$ cat config.mk
export PLATFORM = sky130hd
export DESIGN_NAME = mem_xfer_ctrl
export DESIGN_NICKNAME = d
export VERILOG_FILES = /design/src/rtl/mem_xfer_pkg.sv /design/src/rtl/xfer_addr_gen.sv /design/src/rtl/mem_xfer_ctrl.sv
export SDC_FILE = /design/constraint.sdc
export NUM_CORES = 1
export LEC_CHECK = 0
export ABC_AREA = 1
export BUFFER_PORTS_ARGS = -buffer_cell sky130_fd_sc_hd__buf_2
export CORE_ASPECT_RATIO = 2
export CORE_MARGIN = 2
export CORE_UTILIZATION = 50
export DETAILED_ROUTE_END_ITERATION = 12
export GPL_ROUTABILITY_DRIVEN = 0
export PLACE_DENSITY = 0.77
export SYNTH_ARGS = -nofsm -noshare
export SYNTH_HDL_FRONTEND = slang
export SYNTH_SLANG_ARGS = --single-unit
$ cat constraint.sdc
create_clock -name clk -period 2.1 [get_ports clk]
set_input_delay 0.42 -clock clk [delete_from_list [all_inputs] [get_ports clk]]
set_output_delay 0.42 -clock clk [all_outputs]
set_load 0.02 [all_outputs]
$ cat src/rtl/mem_xfer_pkg.sv
// rtl/mem_xfer_pkg.sv - shared widths and state encoding for the block-copy sequencer
package mem_xfer_pkg;

  localparam int DATA_W = 8;
  localparam int ADDR_W = 8;
  localparam int LEN_W  = 8;

  typedef enum logic [2:0] {
    ST_IDLE  = 3'd0,
    ST_READ  = 3'd1,
    ST_WAIT  = 3'd2,
    ST_WRITE = 3'd3,
    ST_DONE  = 3'd4
  } state_t;

endpackage

$ cat src/rtl/xfer_addr_gen.sv
// rtl/xfer_addr_gen.sv - source/destination pointers, remaining count and progress counter
module xfer_addr_gen #(
  parameter int ADDR_W = 8,
  parameter int LEN_W  = 8
) (
  input  logic              clk,
  input  logic              rst,
  input  logic              load,
  input  logic              step,
  input  logic [ADDR_W-1:0] src_base,
  input  logic [ADDR_W-1:0] dst_base,
  input  logic [LEN_W-1:0]  len,
  output logic [ADDR_W-1:0] src_ptr,
  output logic [ADDR_W-1:0] dst_ptr,
  output logic [LEN_W-1:0]  xfer_cnt,
  output logic              last
);

  logic [ADDR_W-1:0] src_q, src_d;
  logic [ADDR_W-1:0] dst_q, dst_d;
  logic [LEN_W-1:0]  rem_q, rem_d;
  logic [LEN_W-1:0]  cnt_q, cnt_d;

  // Pointers wrap naturally at the address width.
  always_comb begin
    src_d = src_q;
    dst_d = dst_q;
    rem_d = rem_q;
    cnt_d = cnt_q;
    if (load) begin
      src_d = src_base;
      dst_d = dst_base;
      rem_d = len;
      cnt_d = '0;
    end else if (step) begin
      src_d = src_q + ADDR_W'(1);
      dst_d = dst_q + ADDR_W'(1);
      rem_d = rem_q - LEN_W'(1);
      cnt_d = cnt_q + LEN_W'(1);
    end
  end

  always_ff @(posedge clk) begin
    if (rst) begin
      src_q <= '0;
      dst_q <= '0;
      rem_q <= '0;
      cnt_q <= '0;
    end else begin
      src_q <= src_d;
      dst_q <= dst_d;
      rem_q <= rem_d;
      cnt_q <= cnt_d;
    end
  end

  assign src_ptr  = src_q;
  assign dst_ptr  = dst_q;
  assign xfer_cnt = cnt_q;
  assign last     = (rem_q == LEN_W'(1));

endmodule

$ cat src/rtl/mem_xfer_ctrl.sv
// rtl/mem_xfer_ctrl.sv - read/capture/write sequencer for memory-to-memory copy on one RAM
module mem_xfer_ctrl #(
  parameter int DATA_W = mem_xfer_pkg::DATA_W,
  parameter int ADDR_W = mem_xfer_pkg::ADDR_W,
  parameter int LEN_W  = mem_xfer_pkg::LEN_W
) (
  input  logic              clk,
  input  logic              rst,
  input  logic              start,
  input  logic              abort,
  input  logic [ADDR_W-1:0] src_base,
  input  logic [ADDR_W-1:0] dst_base,
  input  logic [LEN_W-1:0]  len,
  input  logic [DATA_W-1:0] mem_rdata,
  output logic [ADDR_W-1:0] mux_a,
  output logic [ADDR_W-1:0] mux_b,
  output logic              mux_sel,
  output logic              mem_re,
  output logic              mem_we,
  output logic [DATA_W-1:0] mem_wdata,
  output logic              busy,
  output logic              done,
  output logic [LEN_W-1:0]  xfer_cnt
);

  import mem_xfer_pkg::*;

  state_t            state_q, state_d;
  logic [DATA_W-1:0] data_q, data_d;
  logic              load, step, last;

  xfer_addr_gen #(
    .ADDR_W (ADDR_W),
    .LEN_W  (LEN_W)
  ) u_addr_gen (
    .clk      (clk),
    .rst      (rst),
    .load     (load),
    .step     (step),
    .src_base (src_base),
    .dst_base (dst_base),
    .len      (len),
    .src_ptr  (mux_a),
    .dst_ptr  (mux_b),
    .xfer_cnt (xfer_cnt),
    .last     (last)
  );

  always_comb begin
    state_d = state_q;
    data_d  = data_q;
    load    = 1'b0;
    step    = 1'b0;
    case (state_q)
      ST_IDLE: begin
        if (start) begin
          load    = 1'b1;
          state_d = (len == '0) ? ST_DONE : ST_READ;
        end
      end
      ST_READ: state_d = abort ? ST_IDLE : ST_WAIT;
      ST_WAIT: begin
        if (abort) begin
          state_d = ST_IDLE;
        end else begin
          data_d  = mem_rdata;
          state_d = ST_WRITE;
        end
      end
      // An aborted write still strobes the bus but leaves pointers and count alone.
      ST_WRITE: begin
        if (abort) begin
          state_d = ST_IDLE;
        end else begin
          step    = 1'b1;
          state_d = last ? ST_DONE : ST_READ;
        end
      end
      ST_DONE: state_d = ST_IDLE;
      default: state_d = ST_IDLE;
    endcase
  end

  always_ff @(posedge clk) begin
    if (rst) begin
      state_q <= ST_IDLE;
      data_q  <= '0;
    end else begin
      state_q <= state_d;
      data_q  <= data_d;
    end
  end

  always_comb begin
    mux_sel   = 1'b0;
    mem_re    = 1'b0;
    mem_we    = 1'b0;
    mem_wdata = '0;
    done      = 1'b0;
    busy      = (state_q != ST_IDLE);
    case (state_q)
      ST_READ: begin
        mux_sel = 1'b1;
        mem_re  = 1'b1;
      end
      ST_WAIT:  mux_sel = 1'b1;
      ST_WRITE: begin
        mem_we    = 1'b1;
        mem_wdata = data_q;
      end
      ST_DONE:  done = 1'b1;
      default:  ;
    endcase
  end

endmodule

==> flow_summary_export.csv <==
group,metric,value,unit
worst_setup_path,crit_type,"reg -> out",
sta,rsz0062_at_grt,"no",
worst_setup_path,cp-end-kind,"primary output",
clocking,cts.repair.resized,0,
placement,dp_hpwl,4950,microns
final_layout,utilization,60.9,%
flow_run,max-cap-violations,0,
worst_setup_path,slowest_delay,0.37,ns
clocking,cts_setup_buffers,0,
yosys,synth.avg_cell_area,6.59,sq um
pwr,intPower,1390,uW
sta,fin_crit,1.78,ns
final_layout,final_cells,534,
detailed_routing,drc_errors,0,
clocking,cts_tree,"built",
floorplan,die_width,55.6,microns
sta,setup_violations,0,
yosys,ys_seq_area_share,32.3,%
clocking,root_buffer,"clkbuf_8",
floorplan,coreArea,5140,sq um
clocking,cts_buffers,5,
yosys,yosys.area_share.simple,39.6,%
yosys,synth-compound-area-share,12.1,%
worst_setup_path,arrival,1.36,ns
pwr,pwr-share-seq,45.6,%
clocking,clk_pin_slew,0.08,ns
yosys,synthTopCellsByArea,"dfxtp_1 (32%), nand2_1 (15%), inv_1 (8.5%)",
clocking,h-tree-depth,2,
pwr,pwr-share-comb,20.2,%
clocking,cts_buffer_depth,2,
final_layout,synthToLayoutAreaGrowth,17.6,%
final_layout,final_common_cell,"nand2_1",
detailed_routing,drtIter0Drc,75,
worst_setup_path,startpoint_type,"register",
floorplan,die-area,5960,sq um
detailed_routing,vias,2743,
grt,grt_pass1_wl,11000,microns
sta,final_hold_viol_count,0,
grt,grt_max_degree,27,
sta,worst_slew_pin_slew,0.551,ns
yosys,synth_top_family_by_area,"simple AND/OR/NAND/NOR gates",
yosys,ys_warn_count,0,
pwr,power.switching,609,uW
yosys,syn_area,2660,sq um
clocking,clock-sinks,43,
worst_setup_path,cp_data_required_time,1.68,ns
detailed_routing,dr.pass1.iters,5,
floorplan,initial_core_util,51.8,%
sta,hold_slack,0.392,ns
sta,fmax,0.561,GHz
yosys,synthCells,404,
pwr,p_leak,0.00154,uW
detailed_routing,antenna_left,0,
grt,antenna_found_initial,0,
final_layout,layout_common_cells,"nand2_1 (109), buf_2 (72), inv_1 (60)",
placement,io_buffers,72,
yosys,synthAdderAreaFrac,2.35,%
floorplan,io_pins,73,
run_status,outcome,"finished, final reports clean",
sta,setup_tns,0,ns
yosys,yosysTopAreaCell,"dfxtp_1",
yosys,muxShareOfSynthArea,0,%
floorplan,fp.dieH,107,microns
pwr,switching_share,30.4,%
detailed_routing,viasPerCell,5.14,
yosys,syn-num-nets,445,
detailed_routing,post_drt_wl_per_cell,12.2,microns
clocking,cts-hold-fix-buffers,0,
final_layout,diodes,0,
pwr,p_per_area,639,nW/um^2
worst_setup_path,cp_max_fo,9,
grt,grt_usage,22.9,%
sta,min_period_over_period,84.9,%
yosys,synth_cell_type_count,33,
worst_setup_path,cp_slowest_cell,"dfxtp_1",
pwr,p_clk_share,34.2,%
yosys,ys_ff_latch,43,
detailed_routing,routed_wl,6530,microns
sta,fin_skew,0.00778,ns
min_path,min_path_type,"in -> reg",
worst_setup_path,cp_cell_sequence,"inv_1 > nand3_4 > nor2_1 > buf_2",
grt,grt.overflow.total,0,
sta,slew_violations,0,
final_layout,final_nets,516,
floorplan,row_count,37,
yosys,yosys.area.top_type_share,32.3,%
final_layout,layout-drive-gt1-share,24.2,%
clocking,insertion_delay,0.31,ns
sta,relSlewSlack,63.1,%
pwr,ir_drop,0.489,mV
placement,dp.cells,526,
yosys,synth-xor-area-share,0.986,%
grt,grt_pass1_vias,2645,
[critical path: cells and delay by family, from the launching register on]
| kind | cells | cell delay, ns |
|---|---|---|
| buffers and inverters | 2 | 0.36 |
| and+or+nand+nor | 2 | 0.33 |
| DFF | 1 | 0.37 |
[synth_stat cells]
| library cell | count |
|---|---|
| clkbuf_1 | 2 |
| o21bai_1 | 2 |
| o21bai_2 | 1 |
| nand3_2 | 7 |
| nand3_4 | 2 |
| dfxtp_1 | 43 |
| inv_4 | 1 |
| nor3_2 | 1 |
| or2_1 | 2 |
| nand2_4 | 2 |
| nor2_4 | 2 |
| nand4_1 | 5 |
| nor2_8 | 1 |
| xnor2_1 | 1 |
| nor3b_2 | 1 |
| buf_6 | 6 |
| o211ai_1 | 1 |
| ha_1 | 5 |
| nand2_1 | 109 |
| buf_4 | 1 |
| nand2_2 | 2 |
| inv_1 | 60 |
| a21oi_2 | 8 |
| or2_2 | 1 |
| buf_8 | 1 |
| o21ai_0 | 18 |
| o21ai_2 | 2 |
| nor2_1 | 51 |
| xor2_1 | 2 |
| nand3_1 | 35 |
| nor3_1 | 5 |
| a21oi_1 | 22 |
| inv_2 | 2 |
[through the flow]
stage | setup slack [ns] | total power (uW) | area (sq um)
floorplan | 0.665 | 1210 | 2660
global placement | 0.472 | 1330 | 3010
detailed placement | 0.438 | 1340 | 3010
CTS | 0.328 | 2010 | 3130
global route | 0.245 | 2090 | 3130
finish | 0.317 | 2000 | 3130
[per-layer routing]
layer	track usage [%]	up-vias	share of wire [%]
met5	0	-	0
li1	-	1411	-
met1	21.1	1246	36
met2	46.5	75	57
met4	10.3	0	2.1
met3	3.74	11	4.8
[sequential cells by signal (all words and copies together), names as in the netlist]
name and cells:
data_q 8, u_addr_gen.dst_ptr 8, u_addr_gen.rem_q 8, u_addr_gen.src_ptr 8, u_addr_gen.xfer_cnt 8, state_q 3
[cell type report]
class | count | area, sq um
fillers | 501 | 2010
multi-input cells | 288 | 1470
flip-flops and latches | 43 | 861
repair buffers | 74 | 375
inverters | 63 | 239
clock buffers | 6 | 82.6
well taps | 58 | 72.6
clock inverters | 2 | 35.0
[power by group through the flow]
stage | clock (uW) | combinational, uW | sequential (uW)
finish | 684 | 403 | 912
global route | 711 | 458 | 920
CTS | 692 | 408 | 912
detailed placement | 0 | 405 | 931
global placement | 0 | 398 | 930
floorplan | 0 | 264 | 950
[cell families (layout without fill, tap and decap cells)]
group                      count (synthesis)  in the layout
AOI/OAI and AO/OA                         54             54
xor gates and xnor gates                   3              3
adders and majority gates                  5              5
buffers and inverters                     73            145
DFF                                       43             43
and+or+nand+nor                          226            226
[worst paths after layout]
path                     start                      to  slack, ns  depth (start not counted)
hold reg to reg      data_q[0]               data_q[0]       0.46                          2
setup / recovery    state_q[2]            mem_wdata[0]       0.32                          4
setup reg to reg    state_q[2]  u_addr_gen.xfer_cnt[5]       0.50                          6
hold / removal    mem_rdata[2]               data_q[2]       0.39                          3
Power figures use the tool's default switching activity.
